$ cat src/rtl/mem_alloc.sv
// mem_alloc: serialises fetch/load/store requests (store > load > fetch) into single-byte RAM/IO bus cycles
module mem_alloc #(
  parameter int ADDR_W = 32,
  parameter int WORD_W = 32,
  parameter logic [1:0] IO_PREFIX = 2'b11
) (
  input  logic              clk_in,
  input  logic              rst_in,
  input  logic              rdy_in,
  input  logic              clear_branch_in,
  input  logic              io_buffer_full_in,
  input  logic              if_to_alloc_en_in,
  input  logic [ADDR_W-1:0] if_a_in,
  output logic              alloc_to_if_gr_out,
  output logic              alloc_to_if_en_out,
  output logic [WORD_W-1:0] alloc_to_if_d_out,
  input  logic [ADDR_W-1:0] lsb_a_in,
  input  logic              lsb_to_alloc_r_en_in,
  input  logic [1:0]        lsb_r_offset_in,
  output logic              alloc_to_lsb_r_gr_out,
  output logic              alloc_to_lsb_r_en_out,
  output logic [WORD_W-1:0] alloc_to_lsb_d_out,
  input  logic              lsb_to_alloc_w_en_in,
  input  logic [1:0]        lsb_w_offset_in,
  input  logic [WORD_W-1:0] lsb_d_in,
  output logic              alloc_to_lsb_w_gr_out,
  output logic              alloc_to_lsb_w_en_out,
  input  logic [7:0]        mem_din_in,
  output logic [7:0]        mem_dout_out,
  output logic [ADDR_W-1:0] mem_a_out,
  output logic              mem_wr_out
);
  typedef enum logic [1:0] {IDLE, READ, WRITE} state_t;
  state_t state;
  logic [1:0] cnt, ai, n, cnt_nx;
  logic primed, owner_lsb, st_ok;
  logic [WORD_W-1:0] asm_q, asm_nx;
  assign cnt_nx = cnt + 2'd1;
  assign st_ok = lsb_to_alloc_w_en_in && !(lsb_a_in[17:16] == IO_PREFIX && io_buffer_full_in);
  always_comb begin
    asm_nx = asm_q;
    asm_nx[{cnt, 3'b000} +: 8] = mem_din_in;
  end
  always_ff @(posedge clk_in) begin
    if (!rst_in) begin
      state <= IDLE;
      cnt <= '0;
      ai <= '0;
      n <= '0;
      primed <= 1'b0;
      owner_lsb <= 1'b0;
      asm_q <= '0;
      alloc_to_if_gr_out <= 1'b0;
      alloc_to_if_en_out <= 1'b0;
      alloc_to_if_d_out <= '0;
      alloc_to_lsb_r_gr_out <= 1'b0;
      alloc_to_lsb_r_en_out <= 1'b0;
      alloc_to_lsb_d_out <= '0;
      alloc_to_lsb_w_gr_out <= 1'b0;
      alloc_to_lsb_w_en_out <= 1'b0;
      mem_dout_out <= '0;
      mem_a_out <= '0;
      mem_wr_out <= 1'b0;
    end else if (rdy_in) begin
      alloc_to_if_gr_out <= 1'b0;
      alloc_to_if_en_out <= 1'b0;
      alloc_to_lsb_r_gr_out <= 1'b0;
      alloc_to_lsb_r_en_out <= 1'b0;
      alloc_to_lsb_w_gr_out <= 1'b0;
      alloc_to_lsb_w_en_out <= 1'b0;
      case (state)
        IDLE: begin
          cnt <= '0;
          ai <= '0;
          primed <= 1'b0;
          if (st_ok) begin
            state <= WRITE;
            owner_lsb <= 1'b1;
            n <= lsb_w_offset_in;
            mem_a_out <= lsb_a_in;
            mem_dout_out <= lsb_d_in[7:0];
            mem_wr_out <= 1'b1;
            asm_q <= lsb_d_in;
            alloc_to_lsb_w_gr_out <= 1'b1;
          end else if (!clear_branch_in && lsb_to_alloc_r_en_in) begin
            state <= READ;
            owner_lsb <= 1'b1;
            n <= lsb_r_offset_in;
            mem_a_out <= lsb_a_in;
            asm_q <= '0;
            alloc_to_lsb_r_gr_out <= 1'b1;
          end else if (!clear_branch_in && if_to_alloc_en_in) begin
            state <= READ;
            owner_lsb <= 1'b0;
            n <= 2'd3;
            mem_a_out <= if_a_in;
            asm_q <= '0;
            alloc_to_if_gr_out <= 1'b1;
          end
        end
        READ: begin
          if (clear_branch_in && !owner_lsb) begin
            state <= IDLE;
          end else begin
            if (ai != n) begin
              ai <= ai + 2'd1;
              mem_a_out <= mem_a_out + ADDR_W'(1);
            end
            primed <= 1'b1;
            if (primed) begin
              asm_q <= asm_nx;
              cnt <= cnt_nx;
              if (cnt == n) begin
                state <= IDLE;
                alloc_to_if_en_out <= !owner_lsb;
                alloc_to_lsb_r_en_out <= owner_lsb;
                if (owner_lsb) alloc_to_lsb_d_out <= asm_nx;
                else alloc_to_if_d_out <= asm_nx;
              end
            end
          end
        end
        WRITE: begin
          if (cnt == n) begin
            state <= IDLE;
            mem_wr_out <= 1'b0;
            alloc_to_lsb_w_en_out <= 1'b1;
          end else begin
            cnt <= cnt_nx;
            mem_a_out <= mem_a_out + ADDR_W'(1);
            mem_dout_out <= asm_q[{cnt_nx, 3'b000} +: 8];
          end
        end
        default: state <= IDLE;
      endcase
    end
  end
endmodule

$ cat config.mk
export PLATFORM = sky130hd
export DESIGN_NAME = mem_alloc
export DESIGN_NICKNAME = d
export VERILOG_FILES = /design/src/rtl/mem_alloc.sv
export SDC_FILE = /design/constraint.sdc
export NUM_CORES = 1
export LEC_CHECK = 0
export BUFFER_PORTS_ARGS = -buffer_cell sky130_fd_sc_hd__clkbuf_2
export CAP_MARGIN = 20
export CORE_UTILIZATION = 48
export CTS_CLUSTER_DIAMETER = 120
export DETAILED_ROUTE_END_ITERATION = 7
export PLACE_DENSITY = 0.77
export SLEW_MARGIN = 20
export SYNTH_ARGS = -nofsm -noshare
export SYNTH_HDL_FRONTEND = slang
export SYNTH_SLANG_ARGS = --single-unit
export TNS_END_PERCENT = 5
$ cat constraint.sdc
create_clock -name clk_in -period 2.51 [get_ports clk_in]
set_clock_uncertainty 0.1 [all_clocks]
set_input_delay 0.502 -clock clk_in [delete_from_list [all_inputs] [get_ports clk_in]]
set_output_delay 0.502 -clock clk_in [all_outputs]
set_load 0.005 [all_outputs]
# --- Word-level counts from Yosys, hierarchy flattened ---
# Index checks and enable logic that the tools add are counted.
word_totals:
  register_bits: 153
  input_bits: 116
  output_inout_bits: 111
  elab_cells: 125
op_classes:
  add_sub_neg: 4
  n_eq_ne: 13
  shifts: 3
  muxes: 61
  bitwise_logic: 2
  reduce_logical: 24
ops:
  columns: ["cell", "count"]
  rows:
  - ["2-to-1 mux 32 bit", 11]
  - ["case mux 32 bit (3 select lines)", 1]
  - ["case mux 32 bit (2 select lines)", 1]
  - ["adder 32 x 1 -> 32 bit (second input constant)", 1]
  - ["bitwise mux 32 bit", 1]
  - ["variable shift 8 x 7 -> 32 bit (first input constant)", 1]
  - ["indexed part select 32 x 6 -> 8 bit", 1]
  - ["indexed part select 8 x 7 -> 32 bit", 1]
  - ["2-to-1 mux 2 bit", 14]
  - ["2-to-1 mux 1 bit", 25]
  - ["AND reduction 6 bit", 3]
  - ["2-to-1 mux 8 bit", 2]
  - ["case mux 8 bit (2 select lines)", 1]
  - ["inequality test 2 bit (second input constant)", 6]
  - ["case mux 2 bit (3 select lines)", 2]
  - ["AND reduction 4 bit", 3]
  - ["AND reduction 5 bit", 2]
  - ["AND reduction 3 bit", 3]
  - ["negation 5 -> 7 bit", 1]
  - ["nonzero test 3 bit", 2]
  - ["logical AND 1 bit", 5]
  - ["adder 2 x 1 -> 2 bit (second input constant)", 2]
  - ["== test 2 bit (second input constant)", 2]
  - ["inequality test 4 bit (second input constant)", 1]
  - ["other kinds (10)", 15]

# --- Longest topological paths before layout ---
# Gate-level depths: netlist of the first run.
depth:
  word_depth: 6
  ltp_mapped: 11
  ltp_nobuf: 7

# --- Least setup slack after synthesis of the first run ---
# OpenSTA, ideal clock, no wires.
synth_timing:
  path_kind: "register to register"
  startpoint: "reg cnt[0]"
  endpoint: "reg asm_q[21]"
  setup_time_ns: 0.070
  arrival_ns: 2.425
  required_time_ns: 2.340
  path_slack_ns: -0.085
  stages_incl_launch_ff: 10
  n_path_buf: 2
  period_less_slack_ns: 2.595
  path_cell_list: "dfxtp_1 > buf_4 > buf_2 > inv_1 > ha_1 > or3b_1 > nor3b_4 > a21oi_1 > mux2_2 > a21oi_1"
synth_via:
  elab_chain_cells: 6
  word_cells_on_any_way: 7
  cone_classes: "1 x add/sub; 2 x shift; 4 x mux"
synth_rtl:
  columns: ["item", "line_no", "rtl"]
  rows:
  - ["from (decl)", "35", "logic [1:0] cnt, ai, n, cnt_nx;"]
  - ["from (signal assigned)", "112", "cnt <= cnt_nx;"]
  - ["from (signal assigned)", "129", "cnt <= cnt_nx;"]
  - ["negation 5 -> 7 bit *", "42", "asm_nx[{cnt, 3'b000} +: 8] = mem_din_in;"]
  - ["indexed part select 8 x 7 -> 32 bit or variable shift 8 x 7 -> 32 bit (tied branches)", "42", null]
  - ["bitwise mux 32 bit *", "42", null]
  - ["2-to-1 mux 32 bit *", "110", "if (primed) begin"]
  - ["2-to-1 mux 32 bit *", "102", "if (clear_branch_in && !owner_lsb) begin"]
  - ["case mux 32 bit (2 select lines) *", "71", "case (state)"]
  - ["to (signal assigned)", "83", "asm_q <= lsb_d_in;"]
  - ["to (signal assigned)", "111", "asm_q <= asm_nx;"]
  - ["to (decl)", "37", "logic [WORD_W-1:0] asm_q, asm_nx;"]
# Every way passes the cells marked *; elsewhere a longest branch is shown, timed or not. The select of a mux whose other input is x is not followed.
# A chain may end at the register's enable or synchronous reset.

# --- Worst setup path in the final report of the first run ---
layout_timing:
  startpoint: "reg cnt[1]"
  endpoint: "reg asm_q[21]"
# Same word-level chain as after synthesis.

==> flow_metrics.tcl, run 1 <==
set metrics [dict create \
    outcome "finished clean" \
    hold_buffers 0 \
    slew_headroom 0.556 \
    ff2ff_path_depth 7 \
    drive_gt1_frac 0.313 \
    initial_core_util 0.493 \
    core-area_mm2 0.0166 \
    final-setup-viol-count 0 \
    die_area_mm2 0.0176 \
    grt_pass1_vias 7726 \
    p_leak_nw 4.12 \
    layout_setup_ws_ns 0.167 \
    clockBufferDepth 2 \
    drc 0 \
    clk_pin_slew_worst_paths_ns 0.07 \
    numCtsBuffers 17 \
    port-buffer-count 226 \
    numClockSinks 153 \
    worst_pin_slew_ns 0.666 \
    synth_ff_type "dfxtp_1" \
    synth_seq_cells 153 \
    power.density_mw_per_mm2 670 \
    grt_first_pass_wirelength_um 39600 \
    cp_common_cell "a21oi_1" \
    finalCriticalPeriod_ns 2.34 \
    gp_congestion 0.864 \
    hold_class "in2reg" \
    critPathBufInv 1 \
    final_cell_mix "226 x clkbuf_2, 153 x dfxtp_1, 114 x nor2_1" \
    fin_nets 1295 \
    worstPathMaxFanout 8 \
    crit_path_start_kind "flop" \
    cts-htree-levels 4 \
    netlist_instances 969 \
    synth-simple-area-share 0.210 \
    setup-tns-final_ns 0 \
    synthAdderAreaFrac 0.0152 \
    hold_viol 0 \
    row_count 47 \
    syn_nets 1095 \
    crit_cells 7 \
    synth.distinct_cells 82 \
    cts_resized 0 \
    hpwl_um 17300 \
    avgSynthCellArea_um2 8.47 \
    cts_tree "yes" \
    ant_nets 0 \
    crit_end "asm_q[21]" \
    worst_hold_startpoint "lsb_d_in[31]" \
    grt_usage 0.280 \
    wirelength_um 24600 \
    antennaDiodeCount 0 \
    synth_top_family_by_area "compound AO/OA/AOI/OAI gates" \
    final-max-slew-violation-count 0 \
    synth_compound_area_frac 0.242 \
    grt-ovfl-total 0 \
    cp_top_family "simple AND/OR/NAND/NOR gates" \
    viasPerCell 5.86 \
    regToRegStartpoint "cnt[1]" \
    slowest_stage "or3b_1" \
    max_freq_mhz 427 \
    die_w_um 133 \
    wl_per_cell_um 17.5 \
    period_share 0.934 \
    grt_antenna_before_repair 0 \
    vdd_drop_max_mv 0.526 \
    drt_iter0_drc 657 \
    async_flop_share 0 \
    cts-root-buf "clkbuf_16" \
    io_pins 227 \
    place_ws_ns 0.169 \
    whs_ns 0.318 \
    cp-end-kind "flop" \
    critPathKind "reg2reg" \
    cap_violations 0 \
    ys_seq_area_frac 0.373 \
    path_cells "inv_1, ha_1, or3b_1, nor3b_4, a21oi_1, mux2_2, a21oi_1" \
    yosys_warnings 0 \
    synthesis.area_mm2 0.00821 \
    cp.required_ns 2.77 \
    critical-path-max-stage-delay_ns 0.42 \
    vias 8211 \
    grt_max_degree 66 \
    detail_route.first_pass.iterations 5 \
    syn_to_final_growth_pct 25.1 \
    insertion_delay_ns 0.44 \
    final_common_cell "clkbuf_2" \
    critPathLaunch "cnt[1]" \
    synth_edf_count 0 \
    crit_arrival_ns 2.60 \
    rsz0062_at_grt "false" \
    regToRegSetupSlack_ns 0.17 \
    dieHeight_um 133 \
    nFillCells 1394 \
    synth.mux.area_fraction 0.108 \
    rr_endpoint "asm_q[21]" \
    synthXorXnorAreaFrac 0.00518 \
]
==> sequential cells by signal, indices dropped and copies added (netlist names), 2 cells and up <==
signal,flops
n,2
state,2
ai,2
alloc_to_if_d_out,32
alloc_to_lsb_d_out,32
mem_a_out,32
cnt,2
asm_q,32
mem_dout_out,8
==> worst min path at each step <==
stage / endpoint / cells after the start / slack, ns
CTS: asm_q[31] / 4 / 0.31
global placement: alloc_to_lsb_w_gr_out / 2 / 0.35
global route: asm_q[19] / 4 / 0.32
detailed placement: alloc_to_lsb_w_gr_out / 2 / 0.37
floorplan: alloc_to_lsb_w_gr_out / 2 / 0.36
finish: asm_q[31] / 4 / 0.32
==> per-stage QoR <==
stage / utilization / std cells / total power [mW] / area [um2]
CTS: 0.616 / 1401 / 6.88 / 10300
floorplan: - / 969 / 3.69 / 8210
detailed placement: 0.579 / 1369 / 4.20 / 9640
global placement: 0.579 / 1369 / 4.18 / 9640
global route: 0.617 / 1402 / 7.18 / 10300
finish: 0.617 / 1402 / 6.88 / 10300
==> where the power goes <==
part           internal [mW]  switching, mW  total, mW
combinational          0.621          0.793       1.41
clock                   1.52           1.18       2.70
sequential              2.59          0.180       2.77
==> cells by family after synthesis <==
group	count (synthesis)
flops	153
buf+inv	89
simple gates	338
mux	74
fa+ha+maj	10
compound gates	301
xor+xnor	4
==> layout make-up <==
class                           count  area, um2  share of cell area
Clock buffer                       17        425              0.0414
Multi-Input combinational cell    727       4780               0.466
Inverter                           11       42.5             0.00414
Timing Repair Buffer              259       1480               0.144
Tap cell                          220        275              0.0268
Sequential cell                   153       3060               0.298
Clock inverter                     15        198              0.0193
==> layer usage <==
layer	track usage	up-vias	wire length [um]
met3	0.0621	52	1740
li1	-	3967	-
met1	0.355	3838	10400
met5	0	-	0
met2	0.461	354	11700
met4	0.116	0	763
==> synthesized netlist by cell type, types with 20 or more instances <==
master / n / area [um2]
mux2i_1: 27 / 270
clkbuf_1: 45 / 169
buf_2: 20 / 100
nor2b_1: 39 / 244
dfxtp_1: 153 / 3060
a211oi_1: 69 / 518
o21ai_0: 39 / 195
nand2_1: 68 / 255
a21oi_1: 98 / 490
nand3_1: 34 / 170
nor2_1: 114 / 428
mux2_2: 39 / 439
==> what timing repair did <==
action,in CTS,in global routing
endpoints found under the setup margin,0,5
hold endpoints to repair,0,0
setup buffers,0,1
==> tightest hold or removal path, stage by stage <==
cell	delay, ns
clkbuf_2	0.08
nand2_1	0.04
mux2_2	0.13
a21oi_1	0.05
Power figures use the tool's default switching activity.
==> inputs of run 2 (changes only) <==
Settings changed: CORE_MARGIN from default to 4, CORE_UTILIZATION 48 to 25, PLACE_DENSITY 0.77 to default.
==> run 2 against run 1 <==
Worst hold slack better by 0.013 ns. Fmax is 0.18% higher. Largest power group unchanged. Combinational power up 4%. Global-route usage down 12 points. Highest routed layer is now met5. Cell count increased by 16%. Critical path depth is the same. Critical path type unchanged.
==> flow_metrics.tcl, run 2 (synthesis results as in run 1) <==
set metrics [dict create \
    place_area_mm2 0.00998 \
    antennaDiodeCount 0 \
    hold_buffers 0 \
    initial_core_util 0.253 \
    period_share 0.932 \
    port-buffer-count 226 \
    worstPathMaxFanout 11 \
    detail_route.first_pass.iterations 5 \
    finalCriticalPeriod_ns 2.34 \
    clockBufferDepth 2 \
    cts_tree "yes" \
    io_pins 227 \
    wirelength_um 29100 \
    row_count 66 \
    dieHeight_um 189 \
    worst_pin_slew_ns 0.547 \
    setup-tns-final_ns 0 \
    drive_gt1_frac 0.316 \
    drt_iter0_drc 583 \
    numClockSinks 153 \
    critical-path-max-stage-delay_ns 0.55 \
    insertion_delay_ns 0.42 \
    die_area_mm2 0.0358 \
    cap_violations 0 \
    final_common_cell "clkbuf_2" \
    cts-root-buf "clkbuf_16" \
    viasPerCell 5.00 \
    clk_pin_slew_worst_paths_ns 0.07 \
    grt_antenna_before_repair 1 \
    max_freq_mhz 428 \
    place_ws_ns 0.0783 \
    crit_arrival_ns 2.59 \
    slowest_stage "nor4_4" \
    numCtsBuffers 17 \
    cp_common_cell "a21oi_1" \
    final-setup-viol-count 0 \
    hold_viol 0 \
    power.density_mw_per_mm2 640 \
    hold_class "in2reg" \
    cts_setup_buffers 0 \
    grt-ovfl-total 0 \
    rsz0062_at_grt "false" \
    fin_nets 1301 \
    p_leak_nw 4.13 \
    final_cell_area_mm2 0.0106 \
    slew_headroom 0.632 \
    drc 0 \
    wl_per_cell_um 17.9 \
    seq_area_mm2 0.00306 \
    grt_usage 0.160 \
    cts-htree-levels 4 \
    cp.required_ns 2.76 \
    vdd_drop_max_mv 0.460 \
    grt_first_pass_wirelength_um 45900 \
    whs_ns 0.332 \
    critPathKind "reg2reg" \
    multi_input_area_mm2 0.00478 \
    nFillCells 3423 \
    final_core_util 0.325 \
    grt_max_degree 79 \
    gp_congestion 0.886 \
    hpwl_um 21800 \
    final_cell_mix "226 x clkbuf_2, 153 x dfxtp_1, 114 x nor2_1" \
    layout_setup_ws_ns 0.171 \
    final-max-slew-violation-count 0 \
    crit_path_start_kind "flop" \
    vias 8145 \
    cp-end-kind "flop" \
    syn_to_final_growth_pct 28.5 \
    outcome "finished clean" \
    die_w_um 189 \
    cts_resized 0 \
    path_cells "inv_1, ha_1, buf_4, nor4_4, a21oi_1, mux2_2, a21oi_1" \
    core-area_mm2 0.0325 \
    ant_nets 0 \
    grt_pass1_vias 7888 \
]
run 2: worst paths after layout:
kind | from | slack (ns) | cells past startpoint | end
worst max-delay path | cnt[0] | 0.17 | 7 | asm_q[25]
worst min-delay path | lsb_d_in[13] | 0.33 | 4 | asm_q[13]
worst max register to register | cnt[0] | 0.17 | 7 | asm_q[25]
worst min register to register | alloc_to_lsb_w_gr_out | 0.37 | 2 | alloc_to_lsb_w_gr_out
run 2: per-layer routing:
layer | vias to the layer above | wire, um | track usage
li1 | 4003 | - | -
met1 | 3781 | 12900 | 0.217
met2 | 337 | 13600 | 0.262
met3 | 22 | 2280 | 0.0400
met4 | 2 | 315 | 0.0292
met5 | - | 13 | 0
run 2: per-stage QoR:
stage,instances,power [mW]
6_report,1630,6.75
5_1_grt,1630,7.09
4_1_cts,1630,6.81
3_5_place_dp,1598,4.28
3_3_place_gp,1598,4.27
2_1_floorplan,969,3.69
run 2: cell type report:
class                      instances  area share
clock buffer                      19      0.0420
multi-input combinational        727       0.453
timing repair buffer             265       0.146
clock inverter                    13      0.0124
inverter                          11     0.00403
sequential                       153       0.290
tap                              442      0.0524
run 2: worst max-delay path: cells and delay by family (launching register included):
kind            cells  cell delay, ns
compound gates      2            0.40
fa+ha+maj           1            0.30
buf+inv             2            0.27
flops               1            0.33
mux                 1            0.31
simple gates        1            0.55
run 2: power by group:
group | switching (mW) | internal, mW
Sequential | 0.186 | 2.59
Clock | 1.17 | 1.34
Combinational | 0.831 | 0.632
Total | 2.19 | 4.56
==> inputs of run 3 (changes only) <==
Settings changed: CELL_PAD_IN_SITES_DETAIL_PLACEMENT from default to 0, CELL_PAD_IN_SITES_GLOBAL_PLACEMENT from default to 1, GPL_TIMING_DRIVEN from default to 0, PLACE_DENSITY_LB_ADDON from default to 0.1.
==> run 3 against run 2 <==
Setup slack got worse by 0.13 ns. Clock-buffer cell count fell by 2. Critical endpoint is now asm_q[16]. Wire length rose by 22%.
==> flow_metrics.tcl, run 3 (synthesis results as in run 1) <==
set metrics [dict create \
    outcome "finished clean" \
    hold_class "in2reg" \
    slew_headroom 0.390 \
    grt_usage 0.195 \
    row_count 66 \
    cp.required_ns 2.78 \
    rr_endpoint "asm_q[16]" \
    insertion_delay_ns 0.43 \
    final_core_util 0.328 \
    ant_nets 0 \
    hold_depth 4 \
    switchingPower_mw 2.38 \
    cap_violations 0 \
    p_clk_frac 0.378 \
    vias 8341 \
    worstPathMaxFanout 10 \
    final_cell_area_mm2 0.0106 \
    finalCriticalPeriod_ns 2.47 \
    gp_congestion 0.821 \
    grt_max_degree 17 \
    final_common_cell "clkbuf_2" \
    seq_area_mm2 0.00306 \
    seq_power_share 0.397 \
    power.density_mw_per_mm2 657 \
    crit_arrival_ns 2.74 \
    critPathKind "reg2reg" \
    viasPerCell 4.99 \
    p_comb_frac 0.224 \
    dieHeight_um 189 \
    grt_first_pass_wirelength_um 53400 \
    grt-ovfl-total 0 \
    place_ws_ns -0.671 \
    multi_input_area_mm2 0.00484 \
    vdd_drop_max_mv 0.488 \
    clockBufferDepth 2 \
    numClockSinks 153 \
    final-max-slew-violation-count 0 \
    rsz0062_at_grt "true" \
    layout_setup_ws_ns 0.0384 \
    drt_iter0_drc 455 \
    drive_gt1_frac 0.322 \
    die_w_um 189 \
    period_share 0.985 \
    hold_viol 0 \
    worst_pin_slew_ns 0.914 \
    final-setup-viol-count 0 \
    final_cell_mix "238 x clkbuf_2, 152 x dfxtp_1, 114 x nor2_1" \
    cts-htree-levels 4 \
    core-area_mm2 0.0325 \
    wirelength_um 35600 \
    grt_pass1_vias 8489 \
    min_delay_worst_endpoint "asm_q[17]" \
    worst_hold_startpoint "lsb_d_in[17]" \
    syn_to_final_growth_pct 29.6 \
    place_area_mm2 0.00989 \
    p_int_mw 4.62 \
    grt_antenna_before_repair 0 \
    initial_core_util 0.253 \
    regToRegSetupSlack_ns 0.04 \
    io_pins 227 \
    clk_pin_slew_worst_paths_ns 0.07 \
    ff2ff_path_depth 10 \
    p_leak_nw 4.21 \
    cp-end-kind "flop" \
    antennaDiodeCount 0 \
    p_sw_frac 0.340 \
    crit_path_start_kind "flop" \
    detail_route.first_pass.iterations 5 \
    die_area_mm2 0.0358 \
    regToRegStartpoint "cnt[0]" \
    port-buffer-count 225 \
    max_freq_mhz 405 \
    cts_tree "yes" \
    fin_nets 1343 \
    drc 0 \
    hpwl_um 27400 \
    wl_per_cell_um 21.3 \
    numCtsBuffers 17 \
    cts-root-buf "clkbuf_16" \
    nFillCells 3546 \
]
[run 3: cell count changes in the layout (fill, tap and decap cells not counted), moves of 3 or more]
cell and change:
a21oi_1 -6, buf_4 -17, buf_6 +3, buf_1 +4, clkbuf_1 +26, clkbuf_2 +12, buf_12 -9, buf_2 +19
a21oi_2 +6
[run 3: timing repair]
item | in CTS | in global routing
pin swaps | 4 | 1
setup endpoints to repair | 137 | 104
resized for setup | 31 | 37
buffers inserted | 4 | 0
hold buffers | 0 | 0
[run 3: how the worst max path moves through the flow]
stage	slack, ns	to	startpoint
CTS	-0.02	asm_q[22]	cnt[0]
detailed placement	-0.67	asm_q[29]	cnt[0]
finish	0.04	asm_q[16]	cnt[0]
global placement	-0.65	asm_q[30]	cnt[0]
floorplan	0.005	asm_q[21]	cnt[0]
global route	-0.07	mem_a_out[31]	state[1]
[run 3: power groups by stage]
| stage | sequential [mW] | clock [mW] | combinational (mW) |
|---|---|---|---|
| after global placement | 2.84 | 0 | 1.54 |
| final | 2.78 | 2.65 | 1.57 |
| after floorplan | 2.76 | 0 | 0.928 |
| after CTS | 2.78 | 2.70 | 1.56 |
| after global routing | 2.80 | 2.80 | 1.72 |
| after detailed placement | 2.83 | 0 | 1.54 |
[run 3: per-stage QoR]
step                instances  TNS, ns  hold slack (ns)  power (mW)
finish                   1671        0            0.332        6.99
floorplan                 969        0            0.362        3.69
detailed placement       1636   -37.79            0.381        4.37
global placement         1636   -37.33            0.368        4.38
global route             1671   -0.503            0.354        7.33
CTS                      1671  -0.0216            0.332        7.05
[run 3: layer usage]
layer  global-route usage  up-vias  routed length, um
li1                     -     4073                  -
met1                0.264     3988              16500
met2                0.324      241              16800
met3               0.0308       39               1610
met4               0.0548        0                716
met5                    0        -                  0
[run 3: final cells by class]
| cell class | count | area share |
|---|---|---|
| sequential | 153 | 0.288 |
| inverter | 11 | 0.00388 |
| clock buffer | 17 | 0.0400 |
| clock inverter | 14 | 0.0147 |
| timing repair buffer | 229 | 0.109 |
| tap | 442 | 0.0520 |
| buffer | 78 | 0.0380 |
| multi-input combinational | 727 | 0.454 |
[run 3: worst max-delay path, cell delays in order, from the launching register on]
cell and delay, ns:
dfxtp_2 0.35, buf_6 0.11, buf_8 0.15, inv_2 0.07, ha_4 0.27, or3b_4 0.41, nor3b_4 0.22, buf_6 0.16
a21oi_1 0.15, mux2_2 0.30, a21oi_1 0.12
